<file path="src/rtl/rot_pkg.sv">
// rtl/rot_pkg.sv - shared types and default widths for the rotate-step controller
package rot_pkg;

    localparam int ROT_WIDTH = 16;
    localparam int ROT_DIV_W = 16;
    localparam int ROT_CNT_W = 8;

    localparam logic ROT_DIR_LEFT  = 1'b0;
    localparam logic ROT_DIR_RIGHT = 1'b1;

    typedef enum logic [1:0] {
        IDLE = 2'd0,
        LOAD = 2'd1,
        RUN  = 2'd2,
        DONE = 2'd3
    } rot_state_t;

endpackage

</file>
<file path="src/rtl/rot_prescaler.sv">
// rtl/rot_prescaler.sv - step-rate prescaler: counts 0..div, ticks at div and wraps to 0
module rot_prescaler
    import rot_pkg::*;
#(
    parameter int DIV_W = ROT_DIV_W
) (
    input  logic             clk_i,
    input  logic             rst_ni,
    input  logic             clr_i,
    input  logic             en_i,
    input  logic [DIV_W-1:0] div_i,
    output logic             tick_o
);

    logic [DIV_W-1:0] count_q, count_d;

    assign tick_o = (count_q == div_i);

    always_comb begin
        count_d = count_q;
        if (clr_i) begin
            count_d = '0;
        end else if (en_i) begin
            count_d = tick_o ? '0 : count_q + DIV_W'(1);
        end
    end

    always_ff @(posedge clk_i or negedge rst_ni) begin
        if (!rst_ni) begin
            count_q <= '0;
        end else begin
            count_q <= count_d;
        end
    end

endmodule

</file>
<file path="src/rtl/rot_step_ctrl.sv">
// rtl/rot_step_ctrl.sv - seed-load then paced rotate-step sequencer for the rotator stage
// Optional ROT_STEP_CONT_EN: steps=0 runs continuously until abort.
module rot_step_ctrl
    import rot_pkg::*;
#(
    parameter int WIDTH = ROT_WIDTH,
    parameter int DIV_W = ROT_DIV_W,
    parameter int CNT_W = ROT_CNT_W
) (
    input  logic             clk_i,
    input  logic             rst_ni,
    input  logic             start_i,
    input  logic [WIDTH-1:0] seed_i,
    input  logic             dir_i,
    input  logic [DIV_W-1:0] div_i,
    input  logic [CNT_W-1:0] steps_i,
    input  logic             abort_i,
    output logic             busy_o,
    output logic             done_o,
    output logic             load_o,
    output logic [WIDTH-1:0] load_val_o,
    output logic             step_en_o,
    output logic             step_dir_o,
    output logic [CNT_W-1:0] steps_left_o
);

    rot_state_t       state_q, state_d;
    logic [WIDTH-1:0] load_val_q, load_val_d;
    logic             dir_q, dir_d;
    logic [DIV_W-1:0] div_q, div_d;
    logic [CNT_W-1:0] steps_left_q, steps_left_d;
    logic             cont_q, cont_d;
    logic             busy_q, done_q, load_q, step_en_q;
    logic             step_d;
    logic             pre_clr, pre_en, tick;

    rot_prescaler #(.DIV_W(DIV_W)) u_prescaler (
        .clk_i  (clk_i),
        .rst_ni (rst_ni),
        .clr_i  (pre_clr),
        .en_i   (pre_en),
        .div_i  (div_q),
        .tick_o (tick)
    );

    // Step decisions are made at the edge so step_en is registered; the final
    // step's enable cycle is still RUN (steps_left==0), then DONE follows.
    always_comb begin
        state_d      = state_q;
        load_val_d   = load_val_q;
        dir_d        = dir_q;
        div_d        = div_q;
        steps_left_d = steps_left_q;
        cont_d       = cont_q;
        step_d       = 1'b0;
        pre_clr      = 1'b0;
        pre_en       = 1'b0;
        case (state_q)
            IDLE: begin
                if (start_i) begin
                    load_val_d   = seed_i;
                    dir_d        = dir_i;
                    div_d        = div_i;
                    steps_left_d = steps_i;
`ifdef ROT_STEP_CONT_EN
                    cont_d       = (steps_i == '0);
`else
                    cont_d       = 1'b0;
`endif
                    pre_clr      = 1'b1;
                    state_d      = LOAD;
                end
            end
            LOAD, RUN: begin
                pre_en = 1'b1;
                if (abort_i) begin
                    state_d = IDLE;
                end else if (tick && (cont_q || steps_left_q != '0)) begin
                    step_d  = 1'b1;
                    state_d = RUN;
                    if (steps_left_q != '0) begin
                        steps_left_d = steps_left_q - CNT_W'(1);
                    end
                end else if (!cont_q && steps_left_q == '0) begin
                    state_d = DONE;
                end else begin
                    state_d = RUN;
                end
            end
            DONE: state_d = IDLE;
            default: state_d = IDLE;
        endcase
    end

    always_ff @(posedge clk_i or negedge rst_ni) begin
        if (!rst_ni) begin
            state_q      <= IDLE;
            load_val_q   <= '0;
            dir_q        <= ROT_DIR_LEFT;
            div_q        <= '0;
            steps_left_q <= '0;
            cont_q       <= 1'b0;
            busy_q       <= 1'b0;
            done_q       <= 1'b0;
            load_q       <= 1'b0;
            step_en_q    <= 1'b0;
        end else begin
            state_q      <= state_d;
            load_val_q   <= load_val_d;
            dir_q        <= dir_d;
            div_q        <= div_d;
            steps_left_q <= steps_left_d;
            cont_q       <= cont_d;
            busy_q       <= (state_d == LOAD) || (state_d == RUN);
            done_q       <= (state_d == DONE);
            load_q       <= (state_d == LOAD);
            step_en_q    <= step_d;
        end
    end

    assign busy_o       = busy_q;
    assign done_o       = done_q;
    assign load_o       = load_q;
    assign load_val_o   = load_val_q;
    assign step_en_o    = step_en_q;
    assign step_dir_o   = dir_q;
    assign steps_left_o = steps_left_q;

endmodule

</file>
<file path="config.mk">
export PLATFORM = sky130hd
export DESIGN_NAME = rot_step_ctrl
export DESIGN_NICKNAME = d
export VERILOG_FILES = /design/src/rtl/rot_pkg.sv /design/src/rtl/rot_prescaler.sv /design/src/rtl/rot_step_ctrl.sv
export SDC_FILE = /design/constraint.sdc
export NUM_CORES = 1
export LEC_CHECK = 0
export CAP_MARGIN = 20
export CORE_UTILIZATION = 50
export CTS_CLUSTER_DIAMETER = 200
export CTS_CLUSTER_SIZE = 12
export DETAILED_ROUTE_END_ITERATION = 10
export PLACE_DENSITY = 0.8
export SLEW_MARGIN = 25
export SYNTH_ARGS = -nofsm -noshare
export SYNTH_HDL_FRONTEND = slang
export SYNTH_SLANG_ARGS = --single-unit
</file>
<file path="constraint.sdc">
create_clock -name clk_i -period 4.5 [get_ports clk_i]
set_clock_uncertainty 0.1 [all_clocks]
set_input_delay 0.45 -clock clk_i [delete_from_list [all_inputs] [get_ports clk_i]]
set_output_delay 0.45 -clock clk_i [all_outputs]
set_load 0.01 [all_outputs]
</file>
==> Word-level counts from Yosys, hierarchy flattened <==
Index checks and enable logic that the tools add are counted.
{ "totals": {"word_cells": 52, "ff_bits": 63} }
{ "op_classes": {"reduce_logical": 10, "addsub": 2, "n_eq_ne": 11, "mux": 19} }
{ "ops": {"columns": ["operator", "n"], "rows": [
  ["2-to-1 mux 16 bit", 3],
  ["2-to-1 mux 8 bit", 4],
  ["adder 16 x 1 -> 16 bit, second input constant", 1],
  ["== test 16 bit", 1],
  ["case mux 8 bit (2 select lines)", 1],
  ["== test 2 bit, second input constant", 4],
  ["zero test 8 bit", 1],
  ["2-to-1 mux 1 bit", 8],
  ["!= test 2 bit, second input constant", 4],
  ["nonzero test 8 bit", 1],
  ["subtractor 8 x 1 -> 8 bit, second input constant", 1],
  ["case mux 2 bit (3 select lines)", 1],
  ["AND reduction 5 bit", 1],
  ["== test 2 x 1 -> 1 bit, second input constant", 2],
  ["2-to-1 mux 2 bit", 2],
  ["nonzero test 2 bit", 2],
  ["zero test 2 bit", 1],
  ["AND reduction 2 bit", 1],
  ["OR reduction 2 bit", 1],
  ["logical AND 1 bit", 1],
  ["logical OR 1 bit", 1]
]} }

==> Logic depth before layout (Yosys ltp) <==
Gate-level depths: netlist of the first run.
{ "depth": {"depth_word": 7, "depth_mapped": 10} }

==> By module <==
From an unflattened synthesis of the first run, not the netlist that was laid out.
{ "hier_totals": {"cells_unflattened": 282, "area_unflattened_um2": 3301.9} }
{ "by_module_without_submodules": {"columns": ["module", "cells_each", "area_per_inst_um2", "n_inst"], "rows": [
  ["rot_step_ctrl", 153, 2045.7, 1],
  ["rot_prescaler", 129, 1256.2, 1]
]} }

==> Worst setup path after synthesis of the first run <==
OpenSTA, ideal clock, no wires.
{ "synth_timing": {"path_kind": "reg2reg", "from": "register steps_left_q[0], in the netlist steps_left_o[0]", "to": "register steps_left_q[3], in the netlist steps_left_o[3]", "arrival_ns": 1.908, "synth_period_minus_slack_ns": 2.073, "stages_incl_launch_ff": 11, "t_required_ns": 4.335, "path_slack_ns": 2.427, "path_cell_list": "dfrtp_1 inv_1 ha_1 nor3b_2 a21oi_1 nor2b_4 buf_6 and2_4 buf_6 a311oi_2 o21a_1"} }
{ "synth_between": {"elab_chain_len": 5, "elab_cells_between_ends": 10} }
{ "synth_rtl": {"columns": ["element", "line_no", "source"], "rows": [
  ["start, declared", "rot_step_ctrl.sv:31", "logic [CNT_W-1:0] steps_left_q, steps_left_d;"],
  ["start signal, assigned", "rot_step_ctrl.sv:112", "steps_left_q <= steps_left_d;"],
  ["subtractor 8 x 1 -> 8 bit", "rot_step_ctrl.sv:82", "steps_left_d = steps_left_q - CNT_W'(1);"],
  ["2-to-1 mux 8 bit", "rot_step_ctrl.sv:81", "if (steps_left_q != '0) begin"],
  ["2-to-1 mux 8 bit", "rot_step_ctrl.sv:78", "end else if (tick && (cont_q || steps_left_q != '0)) begin"],
  ["2-to-1 mux 8 bit", "rot_step_ctrl.sv:76", "if (abort_i) begin"],
  ["case mux 8 bit (2 select lines)", "rot_step_ctrl.sv:58", "case (state_q)"]
]} }
Parallel ways exist; a longest one is shown, timed or not. The select of a mux whose other input is x is not followed.
A chain may end at the register's enable or synchronous reset.

==> Worst setup path in the final report of the first run <==
{ "layout_timing": {"from": "register state_q[1]", "to": "register u_prescaler.count_q[10]"} }
{ "layout_between": {"elab_chain_len": 4, "elab_cells_between_ends": 8} }
{ "layout_rtl": {"columns": ["element", "line_no", "source"], "rows": [
  ["start, declared", "rot_step_ctrl.sv:27", "rot_state_t state_q, state_d;"],
  ["start signal, assigned", "rot_step_ctrl.sv:108", "state_q <= state_d;"],
  ["== test 2 x 1 -> 1 bit / == test 2 bit (equally long branches)", "rot_step_ctrl.sv:58", null],
  ["OR reduction 2 bit", "rot_step_ctrl.sv:58", null],
  ["2-to-1 mux 1 bit", "rot_step_ctrl.sv:58", null],
  ["nonzero test 2 bit (no line)", null, null],
  ["end signal, assigned", "rot_prescaler.sv:32", "count_q <= count_d;"],
  ["end, declared", "rot_prescaler.sv:15", "logic [DIV_W-1:0] count_q, count_d;"]
]} }
Parallel ways exist; a longest one is shown, timed or not.

==> impl_metrics.py, run 1 <==
metrics = {
    "clocking": {
        "htree_levels": 3,
        "insertion_delay_ns": 0.33,
        "numCtsBuffers": 9,
        "post_cts_buffers": 0,
        "clock_sinks": 63,
        "cts_tree": "yes",
        "hold_buffers": 0,
        "cts_root_buffer": "clkbuf_8",
        "path_clk_slew_ns": 0.06,
        "cts_buffer_depth": 2,
        "post_cts_resized": 0,
    },
    "placed_design": {
        "place_inst": 480,
        "io_buffers": 73,
        "hpwlAfterDp_um": 4790,
        "placed_cell_area_sq_um": 3850,
        "pre_cts_ws_ns": 1.83,
        "routabilityCongestion": 0.816,
    },
    "drt": {
        "wl_um": 6830,
        "firstDrtPassIters": 4,
        "drc": 0,
        "drt_iter0_drc": 212,
        "avgViaCountPerCell": 5.32,
        "detail_route.wl_per_cell_um": 13.8,
        "ant_nets": 0,
        "vias": 2628,
    },
    "global_routing": {
        "grt_pass1_wl_um": 11600,
        "grt_start_max_net_pins": 64,
        "grt_use_total_pct": 23.8,
        "grt-ovfl-total": 0,
        "grt_pass1_vias": 2539,
        "antenna_found_initial": 0,
    },
    "die": {
        "die_h_um": 80.5,
        "io_pins": 74,
        "die_area_sq_um": 6480,
        "start_util_pct": 52.0,
        "fp-row-count": 28,
        "core_area_sq_um": 5920,
        "die_x_um": 80.5,
    },
    "logic_synthesis": {
        "ys.warnings.count": 0,
        "yosys.area.top_type": "dfrtp_1",
        "ys_seq_area_share_pct": 51.2,
        "synth.most_common_cell": "nand2_1",
        "async_reset_ff_share_pct": 100,
        "synth_area_sq_um": 3080,
        "synth_top_cell_area_share_pct": 51.2,
        "synth-edff-count": 0,
        "avgSynthCellArea_sq_um": 8.96,
        "postSynthCellCount": 344,
        "ys_types": 46,
        "synthTopCellsByCount": "nand2_1 (113), dfrtp_1 (63), nor2_1 (25), xnor2_1 (19), a21oi_1 (11)",
        "ys.flop_type": "dfrtp_1",
        "yosys-top-cells-area": "dfrtp_1 (51%), nand2_1 (14%), xnor2_1 (5.4%), nor2_1 (3.0%), ha_1 (2.0%)",
        "ys_seq_elements": 63,
        "syn_nets": 394,
    },
    "min_path": {
        "hold_class": "in2async",
    },
    "sta": {
        "final_max_slew_viol_count": 0,
        "tightestPinTransition_ns": 0.904,
        "fin_setup_tns_ns": 0,
        "rsz0062_at_grt": "no",
        "fin_crit_sh_pct": 55.1,
        "finalSetupViolCount": 0,
        "min_period_ns": 2.48,
        "fmax_ghz": 0.403,
        "maxSlewHeadroom_pct": 39.7,
        "fin_ws_ns": 2.02,
        "hold_violations": 0,
    },
    "layout": {
        "n_fill_cell": 473,
        "drive_gt1_share_pct": 5.97,
        "stdcell_count": 494,
        "finalInstanceArea_sq_um": 4010,
        "area_growth_pct": 30.2,
        "nNetsFinal": 466,
        "antennaDiodeCount": 0,
    },
    "critical_path": {
        "worst-endpoint-required_ns": 4.58,
        "path_class": "reg2reg",
        "path_max_fanout": 16,
        "cp_data_arrival_time_ns": 2.56,
        "cp-end-kind": "flip-flop",
        "critPathLaunchType": "flip-flop",
    },
    "pwr": {
        "p_total_uw": 2390,
        "p_leak_uw": 0.00177,
        "ir_worst_vdd_mv": 0.413,
        "p_per_area_nw_per_um2": 594,
    },
    "run": {
        "drv_cap": 0,
    },
    "status": {
        "status": "complete, no violations",
    },
}
[report_power, final]
| part | leakage (uW) | switching [uW] | internal (uW) |
|---|---|---|---|
| sequential | 0.000799 | 166 | 776 |
| combinational | 0.000891 | 536 | 490 |
| clock | 0.0000854 | 195 | 223 |
[critical path, cell delays in order, from the launching register on]
cell	delay (ns)
dfrtp_1	0.34
inv_1	0.05
ha_1	0.62
inv_1	0.36
a21o_1	0.25
nor3_1	0.25
o22ai_1	0.14
a22oi_1	0.16
nor2_1	0.05
[final timing paths]
check | start | endpoint | slack (ns) | cells after the start
worst max-delay path | state_q[1] | u_prescaler.count_q[10] | 2.02 | 8
worst min-delay path | rst_ni | done_o | 0.19 | 2
worst max register to register | state_q[1] | u_prescaler.count_q[10] | 2.02 | 8
worst min register to register | load_val_o[4] | load_val_o[4] | 0.38 | 2
max in group asynchronous | rst_ni | div_q[9] | 3.59 | 2
min in group clk_i | load_val_o[4] | load_val_o[4] | 0.38 | 2
[cell families after synthesis]
family,count (synthesis),synth area share (%)
AND/OR/NAND/NOR,184,26.8
flip-flops,63,51.2
AO/OA/AOI/OAI,43,9.42
buffers and inverters,25,3.74
XOR/XNOR,24,6.82
adder cells (fa/ha/maj),5,2.03
[stage by stage]
step / util, % / hold WS (ns)
floorplan: - / 0.0544
global placement: 65.0 / 0.360
detailed placement: 65.0 / 0.361
CTS: 67.8 / 0.207
global route: 67.8 / 0.264
finish: 67.8 / 0.189
[cell usage in the layout (no fill, tap or decap), drive strengths merged, types with 2 or more instances in the layout]
cell type	netlist	routed
and2	3	3
a31oi	4	4
clkdlybuf4s50	0	72
o211ai	3	3
nor3b	3	3
nand3	10	10
nor4	3	3
dfrtp	63	63
a21o	3	3
a211oi	2	2
ha	5	5
nor2	25	25
o21a	6	6
xor2	5	5
inv	9	9
nand2	114	114
xnor2	19	19
nor3	6	6
o41ai	2	2
buf	7	5
a21oi	11	11
clkbuf	9	13
o21ai	5	5
nor2b	3	3
nand2b	2	2
nand4	10	10
[registers in the layout (all words and copies together), names as in the netlist]
register             cells
u_prescaler.count_q     16
step_dir_o               1
state_q                  2
busy_o                   1
steps_left_o             8
done_o                   1
load_o                   1
div_q                   16
load_val_o              16
step_en_o                1
[routing by layer]
layer  wire [um]  global-route usage (%)
met4         163                    14.1
met5           0                       0
met2        3200                    36.4
met1        3120                    31.9
met3         352                    3.41
[layout make-up]
| class | instances | area [sq um] | area share (%) |
|---|---|---|---|
| clock buffer | 13 | 159 | 3.96 |
| clock inverter | 1 | 5.00 | 0.125 |
| inverter | 9 | 33.8 | 0.842 |
| multi-input combinational | 256 | 1390 | 34.6 |
| sequential | 63 | 1580 | 39.3 |
| tap | 75 | 93.8 | 2.34 |
| timing repair buffer | 77 | 756 | 18.8 |
Note: power is estimated with default switching activity, not from simulation.
==> run 2: changes to the inputs <==
--- a/config.mk
+++ b/config.mk
@@ -6,11 +6,11 @@
 export NUM_CORES = 1
 export LEC_CHECK = 0
 export CAP_MARGIN = 20
-export CORE_UTILIZATION = 50
+export CORE_UTILIZATION = 45
 export CTS_CLUSTER_DIAMETER = 200
 export CTS_CLUSTER_SIZE = 12
 export DETAILED_ROUTE_END_ITERATION = 10
-export PLACE_DENSITY = 0.8
+export PLACE_DENSITY = 0.76
 export SLEW_MARGIN = 25
 export SYNTH_ARGS = -nofsm -noshare
 export SYNTH_HDL_FRONTEND = slang
==> constraint.sdc (replaced) <==
create_clock -name clk_i -period 2.2 [get_ports clk_i]
set_clock_uncertainty 0.1 [all_clocks]
set_input_delay 0.22 -clock clk_i [delete_from_list [all_inputs] [get_ports clk_i]]
set_output_delay 0.22 -clock clk_i [all_outputs]
set_load 0.01 [all_outputs]
==> run 2 against run 1 <==
The flow now finishes with violations (DRC); hold slack better by 0.13 ns; largest power group unchanged; utilization down 4.8 points; critical path type unchanged; critical endpoint is now steps_left_o[5]; non-clock buffer count up 6; critical path depth down 1; register-to-register slack worse by 1.9 ns; cell count up 1.6%; combinational power up 110%; die area up 11%; clock power up 100%; fmax up 21%; cell area up 2.0%.
==> impl_metrics.py, run 2 (synthesis gave the netlist of run 1 again) <==
metrics = {
    "status": {
        "status": "complete, but fails checks",
        "violations": "DRC",
    },
    "pwr": {
        "p_per_area_nw_per_um2": 1220,
        "combPwrFrac_pct": 44.3,
        "p_int_uw": 3120,
        "seqPwrFrac_pct": 38.6,
        "p_sw_share_pct": 37.4,
        "clkPwrFrac_pct": 17.0,
        "switchingPower_uw": 1870,
        "ir_worst_vdd_mv": 0.778,
        "p_leak_uw": 0.00181,
    },
    "drt": {
        "vias": 2619,
        "firstDrtPassIters": 7,
        "ant_nets": 0,
        "avgViaCountPerCell": 5.22,
        "detail_route.wl_per_cell_um": 13.8,
        "drt_iter0_drc": 177,
        "wl_um": 6930,
        "drc": 3,
    },
    "clocking": {
        "path_clk_slew_ns": 0.07,
        "cts_tree": "yes",
        "cts_root_buffer": "clkbuf_8",
        "cts_buffer_depth": 2,
        "numCtsBuffers": 9,
        "post_cts_buffers": 0,
        "htree_levels": 3,
        "clock_sinks": 63,
        "insertion_delay_ns": 0.33,
    },
    "sta": {
        "rsz0062_at_grt": "yes",
        "min_period_ns": 2.05,
        "fin_setup_tns_ns": 0,
        "finalSetupViolCount": 0,
        "maxSlewHeadroom_pct": 66.5,
        "fmax_ghz": 0.487,
        "hold_violations": 0,
        "final_max_slew_viol_count": 0,
        "fin_crit_sh_pct": 93.3,
        "tightestPinTransition_ns": 0.497,
    },
    "die": {
        "fp-row-count": 29,
        "die_h_um": 84.8,
        "start_util_pct": 47.4,
        "io_pins": 74,
        "core_area_sq_um": 6490,
        "die_x_um": 84.8,
        "die_area_sq_um": 7180,
    },
    "critical_path": {
        "worst-endpoint-required_ns": 2.31,
        "worst-r2r-cell-count": 7,
        "cp_data_arrival_time_ns": 2.16,
        "reg2reg_slack_ns": 0.15,
        "cp-end-kind": "flip-flop",
        "startpoint": "u_prescaler.count_q[5]",
        "path_max_fanout": 21,
        "critPathLaunchType": "flip-flop",
        "r2r_start": "u_prescaler.count_q[5]",
        "worstReg2RegEnd": "steps_left_o[5]",
        "path_class": "reg2reg",
    },
    "layout": {
        "final_common_cell": "nand2_1",
        "drive_gt1_share_pct": 7.29,
        "nNetsFinal": 472,
        "final_core_util_pct": 63.0,
        "area_growth_pct": 32.8,
        "n_fill_cell": 558,
        "finalInstanceArea_sq_um": 4090,
        "final_cell_mix": "nand2_1 (113), clkdlybuf4s50_1 (72), dfrtp_1 (63)",
        "antennaDiodeCount": 0,
    },
    "global_routing": {
        "grt-ovfl-total": 0,
        "grt_pass1_wl_um": 11800,
        "use_met2_pct": 32.7,
        "grt_start_max_net_pins": 64,
        "grt_busiest_layer": "met2",
        "grt_util_met1_pct": 28.2,
        "grt_pass1_vias": 2569,
        "grt_use_total_pct": 21.1,
        "antenna_found_initial": 0,
        "use_met3_pct": 5.51,
    },
    "placed_design": {
        "routabilityCongestion": 0.883,
        "placed_cell_area_sq_um": 3920,
        "hpwlAfterDp_um": 4910,
        "io_buffers": 73,
    },
    "min_path": {
        "hold_class": "in2reg",
        "worstHoldPathCells": 3,
        "min_delay_worst_endpoint": "div_q[5]",
        "min-delay-start": "div_i[5]",
    },
    "run": {
        "drv_cap": 0,
    },
}
-- run 2: cell count changes in the layout (fill, tap and decap cells not counted) --
cell / delta
buf_4: +3
buf_12: +2
a21oi_1: -1
a21oi_2: +1
dlygate4sd3_1: +1
-- run 2: worst max path at each step --
| stage | to | slack (ns) | cells past startpoint |
|---|---|---|---|
| final | steps_left_o[5] | 0.15 | 7 |
| after CTS | steps_left_o[5] | 0.1 | 8 |
| after detailed placement | steps_left_o[5] | 0.11 | 8 |
| after global placement | steps_left_o[6] | 0.21 | 8 |
| after floorplan | steps_left_o[3] | 0.13 | 10 |
| after global routing | steps_left_o[3] | -0.02 | 8 |
-- run 2: what timing repair did --
item | 4_1_cts | 5_1_grt
gates resized for setup | 0 | 1
hold endpoints to repair | 63 | 0
hold buffers | 1 | 0
endpoints found under the setup margin | 0 | 5
-- run 2: worst max-delay path, stage by stage, from the launching register on --
cell and delay (ns):
dfrtp_1 0.45, xnor2_1 0.26, nand4_1 0.15, nor4_2 0.22, buf_4 0.28, and2_4 0.23
a31oi_1 0.11, o21a_1 0.14
-- run 2: metrics by stage --
step	cells	setup slack, ns	power (uW)	hold slack (ns)
after floorplan	344	0.127	3160	-0.176
after global placement	487	0.210	4070	0.158
after detailed placement	487	0.109	4160	0.160
after CTS	502	0.0988	5040	0.295
after global routing	502	-0.0160	5360	0.305
final	502	0.147	4980	0.314
-- run 2: layer usage --
metal | vias up | routed length (um)
met1 | 1213 | 3190
met2 | 99 | 3190
met4 | 0 | 129
li1 | 1297 | -
met5 | - | 0
met3 | 10 | 420
-- run 2: area by class of cell --
type	count	area, sq um	area share (%)
tap	77	96.3	2.35
inverter	9	33.8	0.825
timing repair buffer	83	828	20.2
multi-input combinational	256	1390	34.1
clock buffer	13	159	3.88
sequential	63	1580	38.5
clock inverter	1	5.00	0.122
-- run 2: power by group through the flow --
stage	combinational, uW	clock [uW]	sequential [uW]
CTS	2230	881	1930
global placement	2140	0	1930
finish	2210	849	1930
detailed placement	2220	0	1940
global route	2450	935	1980
floorplan	1170	0	1990
